<file path="src/rtl/obi_tile_demux.sv">
// OBI 1-to-N_SBR address demultiplexer with in-order responses and a built-in decode-error responder.
// Outstanding transactions may only target one subordinate at a time; switching target waits for a drain.
module obi_tile_demux #(
    parameter int N_SBR      = 2,
    parameter int N_RULE     = 2,
    parameter int N_MAX_TRAN = 4,
    parameter int ADDR_W     = 32,
    parameter int DATA_W     = 32,
    parameter int AID_W      = 1,
    localparam int IDX_W     = (N_SBR > 1) ? $clog2(N_SBR) : 1
) (
    input  logic                       clk_i,
    input  logic                       rst_ni,
    input  logic [N_RULE*IDX_W-1:0]    rule_idx_i,
    input  logic [N_RULE*ADDR_W-1:0]   rule_start_i,
    input  logic [N_RULE*ADDR_W-1:0]   rule_end_i,
    input  logic                       mgr_req_i,
    output logic                       mgr_gnt_o,
    input  logic [ADDR_W-1:0]          mgr_addr_i,
    input  logic                       mgr_we_i,
    input  logic [DATA_W/8-1:0]        mgr_be_i,
    input  logic [DATA_W-1:0]          mgr_wdata_i,
    input  logic [AID_W-1:0]           mgr_aid_i,
    output logic                       mgr_rvalid_o,
    output logic [DATA_W-1:0]          mgr_rdata_o,
    output logic                       mgr_err_o,
    output logic [AID_W-1:0]           mgr_rid_o,
    output logic [N_SBR-1:0]           sbr_req_o,
    input  logic [N_SBR-1:0]           sbr_gnt_i,
    output logic [ADDR_W-1:0]          sbr_addr_o,
    output logic                       sbr_we_o,
    output logic [DATA_W/8-1:0]        sbr_be_o,
    output logic [DATA_W-1:0]          sbr_wdata_o,
    output logic [AID_W-1:0]           sbr_aid_o,
    input  logic [N_SBR-1:0]           sbr_rvalid_i,
    input  logic [N_SBR*DATA_W-1:0]    sbr_rdata_i,
    input  logic [N_SBR-1:0]           sbr_err_i,
    input  logic [N_SBR*AID_W-1:0]     sbr_rid_i
);

    localparam int TGT_W = $clog2(N_SBR + 1);
    localparam int CNT_W = $clog2(N_MAX_TRAN + 1);
    localparam logic [TGT_W-1:0]  TGT_ERR  = TGT_W'(N_SBR);
    localparam logic [CNT_W-1:0]  CNT_MAX  = CNT_W'(N_MAX_TRAN);
    localparam logic [DATA_W-1:0] ERR_DATA = DATA_W'(32'hBADCAB1E);

    logic [TGT_W-1:0]  sel;
    logic [TGT_W-1:0]  last_sel_q, last_sel_d;
    logic [CNT_W-1:0]  cnt_q, cnt_d;
    logic              err_rvalid_q, err_rvalid_d;
    logic [AID_W-1:0]  err_rid_q, err_rid_d;
    logic              accept;
    logic              grant;
    logic              rsp_valid;
    logic [DATA_W-1:0] rsp_data;
    logic              rsp_err;
    logic [AID_W-1:0]  rsp_rid;
    logic              stray_rvalid;

    // Walk rules from highest to lowest index so the lowest matching rule wins.
    always_comb begin
        sel = TGT_ERR;
        for (int i = N_RULE - 1; i >= 0; i--) begin
            if ((mgr_addr_i >= rule_start_i[i*ADDR_W +: ADDR_W]) &&
                (mgr_addr_i <  rule_end_i[i*ADDR_W +: ADDR_W])) begin
                sel = TGT_W'(rule_idx_i[i*IDX_W +: IDX_W]);
            end
        end
    end

    assign accept = (cnt_q < CNT_MAX) && ((cnt_q == '0) || (sel == last_sel_q));

    always_comb begin
        sbr_req_o = '0;
        grant     = 1'b0;
        if (sel == TGT_ERR) begin
            grant = mgr_req_i & accept;
        end
        for (int s = 0; s < N_SBR; s++) begin
            if (sel == TGT_W'(s)) begin
                sbr_req_o[s] = mgr_req_i & accept;
                grant        = mgr_req_i & sbr_gnt_i[s] & accept;
            end
        end
    end

    assign mgr_gnt_o   = grant;
    assign sbr_addr_o  = mgr_addr_i;
    assign sbr_we_o    = mgr_we_i;
    assign sbr_be_o    = mgr_be_i;
    assign sbr_wdata_o = mgr_wdata_i;
    assign sbr_aid_o   = mgr_aid_i;

    always_comb begin
        rsp_valid = 1'b0;
        rsp_data  = '0;
        rsp_err   = 1'b0;
        rsp_rid   = '0;
        if (last_sel_q == TGT_ERR) begin
            rsp_valid = err_rvalid_q;
            rsp_data  = ERR_DATA;
            rsp_err   = 1'b1;
            rsp_rid   = err_rid_q;
        end
        for (int s = 0; s < N_SBR; s++) begin
            if (last_sel_q == TGT_W'(s)) begin
                rsp_valid = sbr_rvalid_i[s];
                rsp_data  = sbr_rdata_i[s*DATA_W +: DATA_W];
                rsp_err   = sbr_err_i[s];
                rsp_rid   = sbr_rid_i[s*AID_W +: AID_W];
            end
        end
    end

    // With nothing outstanding, any response is a leftover from before a reset and is dropped.
    always_comb begin
        mgr_rvalid_o = rsp_valid & (cnt_q != '0);
        mgr_rdata_o  = mgr_rvalid_o ? rsp_data : '0;
        mgr_err_o    = mgr_rvalid_o & rsp_err;
        mgr_rid_o    = mgr_rvalid_o ? rsp_rid : '0;
    end

    always_comb begin
        cnt_d        = cnt_q + CNT_W'(grant) - CNT_W'(mgr_rvalid_o);
        last_sel_d   = grant ? sel : last_sel_q;
        err_rvalid_d = grant && (sel == TGT_ERR);
        err_rid_d    = (grant && (sel == TGT_ERR)) ? mgr_aid_i : err_rid_q;
    end

    always_ff @(posedge clk_i or negedge rst_ni) begin
        if (!rst_ni) begin
            cnt_q        <= '0;
            last_sel_q   <= '0;
            err_rvalid_q <= 1'b0;
            err_rid_q    <= '0;
        end else begin
            cnt_q        <= cnt_d;
            last_sel_q   <= last_sel_d;
            err_rvalid_q <= err_rvalid_d;
            err_rid_q    <= err_rid_d;
        end
    end

    always_comb begin
        stray_rvalid = 1'b0;
        for (int s = 0; s < N_SBR; s++) begin
            if (sbr_rvalid_i[s] && (last_sel_q != TGT_W'(s)) && (cnt_q != '0)) begin
                stray_rvalid = 1'b1;
            end
        end
    end

    a_cnt_bound:  assert property (@(posedge clk_i) disable iff (!rst_ni) cnt_q <= CNT_MAX);
    a_no_ovf:     assert property (@(posedge clk_i) disable iff (!rst_ni) !((cnt_q == CNT_MAX) && grant));
    a_no_udf:     assert property (@(posedge clk_i) disable iff (!rst_ni) !((cnt_q == '0) && mgr_rvalid_o));
    a_no_stray:   assert property (@(posedge clk_i) disable iff (!rst_ni) !stray_rvalid);

endmodule
</file>
<file path="config.mk">
export PLATFORM = sky130hd
export DESIGN_NAME = obi_tile_demux
export DESIGN_NICKNAME = d
export VERILOG_FILES = /design/src/rtl/obi_tile_demux.sv
export SDC_FILE = /design/constraint.sdc
export NUM_CORES = 1
export LEC_CHECK = 0
export ABC_AREA = 1
export CORE_AREA = 2 2 148 150
export DETAILED_ROUTE_END_ITERATION = 8
export DIE_AREA = 0 0 150 152
export GPL_ROUTABILITY_DRIVEN = 0
export HOLD_SLACK_MARGIN = 0.02
export PLACE_DENSITY = 0.67
export SETUP_SLACK_MARGIN = 0.05
export SYNTH_ARGS = -nofsm -noshare
export SYNTH_HDL_FRONTEND = slang
export SYNTH_SLANG_ARGS = --single-unit
</file>
<file path="constraint.sdc">
create_clock -name clk_i -period 7.3 [get_ports clk_i]
set_input_delay 1.46 -clock clk_i [delete_from_list [all_inputs] [get_ports clk_i]]
set_output_delay 1.46 -clock clk_i [all_outputs]
set_load 0.01 [all_outputs]
</file>
==> out/qor.yml, run 1 <==
outcome: "finished, final reports clean"
hpwlAfterDp_um: 16000
initial_core_util_pct: 23.1
power_density_mw_per_mm2: 127
route.detailed.drc: 0
drt_iter0_markers: 250
postSynthRegisterBits: 7
antenna_violations_before_repair: 0
route.detailed.vias_per_inst: 4.20
timing.final.ws_setup_ps: 1340
clock_insertion_delay_worst_skew_ps: 230
cts_tree: "yes"
max-clock-path-buffers: 2
route.vias.total: 5499
rsz0062_at_grt: "false"
hold_path_class: "register to register"
relSlewSlack_pct: 30.2
post_cts_resized: 0
synthToLayoutAreaGrowth_pct: 60.0
syn-num-nets: 1201
final_area_mm2: 0.00791
antenna_cells: 0
synthesis.area_mm2: 0.00494
grt_pass1_wl_um: 27700
timing.critical_path.arrival_ps: 4500
post_cts_setup_buffers: 0
hold_viol: 0
synth.yosys.seq_area_share_pct: 3.54
timing.critical_path.to: "mgr_gnt_o"
vdd.ir_drop.worst_mv: 0.113
drive_above_1_share_pct: 3.50
synth_area_per_cell_um2: 6.20
synth_area_leader_cell: "sky130_fd_sc_hd__ha_1"
worstSetupStartpointType: "input port"
max_slew.worst_pin.slew_ps: 1040
cts_htree_levels: 1
placed_cell_area_mm2: 0.00783
io-pin-count: 383
synth_most_common_cell: "sky130_fd_sc_hd__nand2_1"
finalWirelength_um: 18300
num-nets-final: 1435
synth_edf_count: 0
die-height_um: 152
grt_start_max_net_pins: 36
clock-sinks: 7
critical_path_class: "input port to output port"
drt_pass1_iterations: 4
count_of_port_buffers_added_during_placement: 308
synth_area_leaders: "sky130_fd_sc_hd__ha_1, sky130_fd_sc_hd__nand2_1, sky130_fd_sc_hd__inv_1"
worst-path-max-fanout: 5
yosysTopAreaCellShare_pct: 32.4
timing.critical_path.to_type: "output port"
fin_crit_sh_pct: 81.7
yosys_warnings: 0
r2r_end: "cnt_q[2]"
synth.lib_cells_used.distinct: 34
rows: 54
setup.reg_to_reg.worst_slack_ps: 4130
total_leakage_power_nw: 4.05
max_freq_mhz: 168
clockRootBuffer: "sky130_fd_sc_hd__clkbuf_16"
highest_metal_used: "met4"
worst_setup_hold_path_clk_slew_ps: 40
pre_cts_slack_ps: 1350
maxCapViolations: 0
die_area_mm2: 0.0228
ant_nets: 0
cts_made_buffers: 3
vias_in_the_first_global_route: 5281
timing.rr.start: "last_sel_q[1]"
critical_path_required_ps: 5840
avgRoutedWirePerCell_um: 14.0
cts-hold-fix-buffers: 0
met2_routed_wirelength_um: 8810
floorplan.die.width_um: 150
fin_worst_skew_ps: 1.16
synth_top_cells_by_count: "sky130_fd_sc_hd__nand2_1, sky130_fd_sc_hd__inv_1, sky130_fd_sc_hd__ha_1"
async_flop_share_pct: 100
route.layer.met1.wl_um: 8210
crit_path_start: "mgr_addr_i[31]"
met3WireLength_um: 904
floorplan.core_area_mm2: 0.0214
gr-total-overflow: 0
finalSetupViolCount: 0
slew_violations: 0
holdCritStartpoint: "err_rid_q"
setup_total_negative_slack_ps: 0
finalCriticalPeriod_ps: 5960
worstRegToRegCells: 13
synthesis.instances: 797
grtUsageTotal_pct: 15.2
synthFlopType: "sky130_fd_sc_hd__dfrtp_1"
worst min path at each step:
stage,depth (start not counted),endpoint,slack (ps)
5_1_grt,2,err_rid_q,520
4_1_cts,2,err_rid_q,510
2_1_floorplan,2,err_rid_q,440
3_3_place_gp,2,err_rid_q,470
6_report,2,err_rid_q,510
3_5_place_dp,2,err_rid_q,500
layout make-up:
cell class	instances	area [um^2]
flip-flops and latches	7	175
inverters	173	649
fillers	2282	13400
clock buffers	4	78.8
multi-input cells	535	3550
well taps	280	350
repair buffers	311	3110
worst max-delay path, cell delays in order:
cell	delay (ps)
sky130_fd_sc_hd__clkdlybuf4s50_1	520
sky130_fd_sc_hd__ha_1	350
sky130_fd_sc_hd__nand2_1	70
sky130_fd_sc_hd__nor2_1	170
sky130_fd_sc_hd__nor3b_2	350
sky130_fd_sc_hd__and3_1	250
sky130_fd_sc_hd__nand2_1	80
sky130_fd_sc_hd__nand3_1	130
sky130_fd_sc_hd__nand3_1	90
sky130_fd_sc_hd__nand2_1	90
sky130_fd_sc_hd__nand3_2	90
sky130_fd_sc_hd__nand2_4	100
sky130_fd_sc_hd__nand3_2	80
sky130_fd_sc_hd__inv_1	100
sky130_fd_sc_hd__clkdlybuf4s50_1	560
flip-flops by register name, indices dropped and copies added, names as in the netlist:
signal        cells
err_rvalid_q      1
last_sel_q        2
err_rid_q         1
cnt_q             3
stage by stage:
step           util, %  total power [mW]  std cells  hold WS, ps
2_1_floorplan        -             0.524        797          443
3_3_place_gp      36.7             0.904       1306          466
3_5_place_dp      36.7             0.912       1306          499
4_1_cts           37.0              1.01       1310          508
5_1_grt           37.0              1.11       1310          521
6_report          37.0              1.01       1310          509
power breakdown:
part           internal [mW]  leakage [nW]  total (mW)  switching [mW]
Clock                 0.0728        0.0382      0.0951          0.0223
Sequential            0.0576        0.0865      0.0703          0.0127
Combinational          0.412          3.92       0.841           0.429
Total                  0.542          4.05        1.01           0.464
cells by family (layout without fill, tap and decap cells):
kind of cell,Yosys count,in the layout,share of synthesized area [%]
AOI/OAI and AO/OA,132,132,14.0
adders and majority gates,129,129,32.8
buffers and inverters,255,488,24.7
DFF,7,7,3.54
xor gates and xnor gates,2,2,0.354
and+or+nand+nor,272,272,24.6
layout by cell type (no fill, tap or decap):
master                            instances
sky130_fd_sc_hd__o21ai_0                 29
sky130_fd_sc_hd__a21o_1                   4
sky130_fd_sc_hd__nand4_1                 10
sky130_fd_sc_hd__o21ai_1                  5
sky130_fd_sc_hd__inv_2                    5
sky130_fd_sc_hd__inv_1                  167
sky130_fd_sc_hd__nand2_1                181
sky130_fd_sc_hd__nand4_2                  1
sky130_fd_sc_hd__nor3b_2                  1
sky130_fd_sc_hd__xnor2_1                  2
sky130_fd_sc_hd__nor3_1                   4
sky130_fd_sc_hd__dfrtp_1                  7
sky130_fd_sc_hd__clkdlybuf4s50_1        308
sky130_fd_sc_hd__clkinv_1                 1
sky130_fd_sc_hd__fa_1                     1
sky130_fd_sc_hd__nor2_1                  33
sky130_fd_sc_hd__nor2_2                   2
sky130_fd_sc_hd__a21oi_1                 88
sky130_fd_sc_hd__nor2_4                   2
sky130_fd_sc_hd__clkbuf_16                3
sky130_fd_sc_hd__or2_1                    1
sky130_fd_sc_hd__and3_1                   1
sky130_fd_sc_hd__nand2_4                  2
sky130_fd_sc_hd__a31oi_1                  2
sky130_fd_sc_hd__nand3_1                 16
sky130_fd_sc_hd__a21oi_4                  1
sky130_fd_sc_hd__nand2_2                  8
sky130_fd_sc_hd__nand3b_1                 2
sky130_fd_sc_hd__ha_1                   128
sky130_fd_sc_hd__nor4_4                   1
sky130_fd_sc_hd__nand3_2                  5
sky130_fd_sc_hd__clkbuf_1                 1
sky130_fd_sc_hd__o21a_1                   3
sky130_fd_sc_hd__nor3_2                   2
sky130_fd_sc_hd__buf_4                    3
metal layers:
layer	up-vias	GRT usage, %
met5	-	0
met4	0	2.88
met3	36	2.01
met2	153	26.5
met1	2373	20.0
li1	2937	-
Note: power is estimated with default switching activity, not from simulation.
==> inputs of run 2 (changes only) <==
Settings changed: PLACE_DENSITY 0.67 to 0.69.
Clock period 7.3 ns to 4.9 ns, I/O delays scaled along.
==> run 2 against run 1 <==
Effect of this change: wire length increased by 0.68%; register-to-register slack got worse by 2000 ps; worst hold slack got worse by 42 ps; die area unchanged; sequential share of layout area decreased by 0.11 points; critical path type unchanged.
==> out/qor.yml, run 2 (synthesis results as in run 1) <==
grtUsageTotal_pct: 15.6
die_area_mm2: 0.0228
finalSetupViolCount: 0
total_leakage_power_nw: 4.34
avgRoutedWirePerCell_um: 13.5
worst_setup_hold_path_clk_slew_ps: 40
critical_path_required_ps: 3920
hold_viol: 0
worstRegToRegCells: 12
fin_worst_skew_ps: 0.525
layout_top_registers: "cnt_q x3, last_sel_q x2"
timing.final.ws_setup_ps: 247
max_freq_mhz: 215
layout.cells.most_common: "sky130_fd_sc_hd__clkdlybuf4s50_1"
outcome: "finished, final reports clean"
relSlewSlack_pct: 66.3
cts_tree: "yes"
rows: 54
cts_htree_levels: 1
finalWirelength_um: 18400
power_density_mw_per_mm2: 189
count_of_port_buffers_added_during_placement: 308
num-nets-final: 1485
floorplan.die.width_um: 150
gr-total-overflow: 0
worst-path-max-fanout: 4
antenna_violations_before_repair: 0
mostFrequentLayoutCells: "sky130_fd_sc_hd__clkdlybuf4s50_1, sky130_fd_sc_hd__nand2_1, sky130_fd_sc_hd__inv_1"
worstSetupStartpointType: "input port"
largest_register_ffs: 3
vias_in_the_first_global_route: 5549
cts_made_buffers: 3
path_cells: "clkdlybuf4s50_1 -> buf_4 -> ha_1 -> nand2_1 -> nor2_2 -> nor3b_4 -> and3_4 -> nand2_1 -> nand3_1 -> nand2_2 -> buf_4 -> nand3_1 -> nand2_1 -> inv_2 -> nand3_2 -> inv_1 -> dlygate4sd2_1"
vdd.ir_drop.worst_mv: 0.189
timing.critical_path.to_type: "output port"
synthToLayoutAreaGrowth_pct: 68.6
route.vias.total: 5668
antenna_cells: 0
drt_iter0_markers: 221
hpwlAfterDp_um: 16700
fin_crit_sh_pct: 95.0
grt_pass1_wl_um: 28400
placed_cell_area_mm2: 0.00823
die-height_um: 152
ant_nets: 0
clock_insertion_delay_worst_skew_ps: 230
maxCapViolations: 0
critical_path_class: "input port to output port"
largest_register: "cnt_q"
pre_cts_slack_ps: -172
slew_violations: 0
rsz0062_at_grt: "true"
route.detailed.vias_per_inst: 4.17
drive_above_1_share_pct: 8.43
clockRootBuffer: "sky130_fd_sc_hd__clkbuf_16"
io-pin-count: 383
drt_pass1_iterations: 5
initial_core_util_pct: 23.1
finalCriticalPeriod_ps: 4650
final_area_mm2: 0.00833
finalNonFillerCells: 1360
worst_path_max_delay_cell: "sky130_fd_sc_hd__clkdlybuf4s50_1"
dpl.cell_count: 1356
cpMostUsedCell: "sky130_fd_sc_hd__nand2_1"
max-clock-path-buffers: 2
route.detailed.drc: 0
max_slew.worst_pin.slew_ps: 506
grt_start_max_net_pins: 35
floorplan.core_area_mm2: 0.0214
crit_path_max_incr_delay_ps: 430
timing.critical_path.arrival_ps: 3670
hold_path_class: "register to register"
hold_depth: 2
clock-sinks: 7
post_cts_setup_buffers: 0
==> run 2: changes by cell type in the layout (fill, tap and decap cells not counted), moves of 2 or more <==
cell	before	now
sky130_fd_sc_hd__buf_4	3	51
sky130_fd_sc_hd__dlymetal6s2s_1	0	2
sky130_fd_sc_hd__dlygate4sd2_1	0	3
sky130_fd_sc_hd__buf_12	0	2
sky130_fd_sc_hd__clkbuf_2	0	2
sky130_fd_sc_hd__clkdlybuf4s50_1	308	301
==> run 2: worst max-delay path: cells and delay by family <==
family | cells | cell delay [ps]
fa+ha+maj | 1 | 290
buf+inv | 6 | 1170
simple gates | 10 | 1240
==> run 2: timing repair <==
action | CTS | global route
hold endpoints to repair | 0 | 0
pin swaps | 0 | 3
setup endpoints to repair | 3 | 3
hold buffers | 0 | 0
gates resized for setup | 8 | 9
==> run 2: where the power goes <==
group | leakage (nW) | total (mW) | switching (mW) | internal (mW)
registers | 0.0865 | 0.120 | 0.0346 | 0.0855
logic | 4.21 | 1.31 | 0.638 | 0.673
clock network | 0.0382 | 0.139 | 0.0312 | 0.108
total | 4.34 | 1.57 | 0.704 | 0.867
==> run 2: layer usage <==
| layer | GRT usage (%) | part of all wire, % | vias to the layer above |
|---|---|---|---|
| met3 | 1.77 | 4.7 | 29 |
| met1 | 20.8 | 46 | 2449 |
| met2 | 27.4 | 48 | 160 |
| li1 | - | - | 3030 |
| met4 | 2.16 | 1.3 | 0 |
| met5 | 0 | 0 | - |
==> run 2: area by class of cell <==
type	instances	area (um^2)
Tap cell	280	350
Timing Repair Buffer	361	3500
Inverter	173	649
Sequential cell	7	175
Multi-Input combinational cell	535	3580
Clock buffer	4	78.8
Fill cell	2261	13000
==> run 2: path summary, 6_finish.rpt <==
kind | startpoint | end | slack, ps
max in group asynchronous | rst_ni | err_rid_q | 3650
min | err_rid_q | err_rid_q | 470
max | mgr_addr_i[31] | mgr_gnt_o | 250
max reg2reg | last_sel_q[1] | cnt_q[1] | 2160
min reg2reg | err_rid_q | err_rid_q | 470
min in group asynchronous | rst_ni | cnt_q[0] | 1010
==> run 2: metrics by stage <==
step           hold slack, ps  setup TNS (ps)  total power [mW]  util (%)
2_1_floorplan             443               0             0.781         -
3_3_place_gp              463            -229              1.42      38.5
3_5_place_dp              464            -320              1.43      38.5
4_1_cts                   473               0              1.58      38.9
5_1_grt                   520               0              1.73      39.0
6_report                  467               0              1.57      39.0
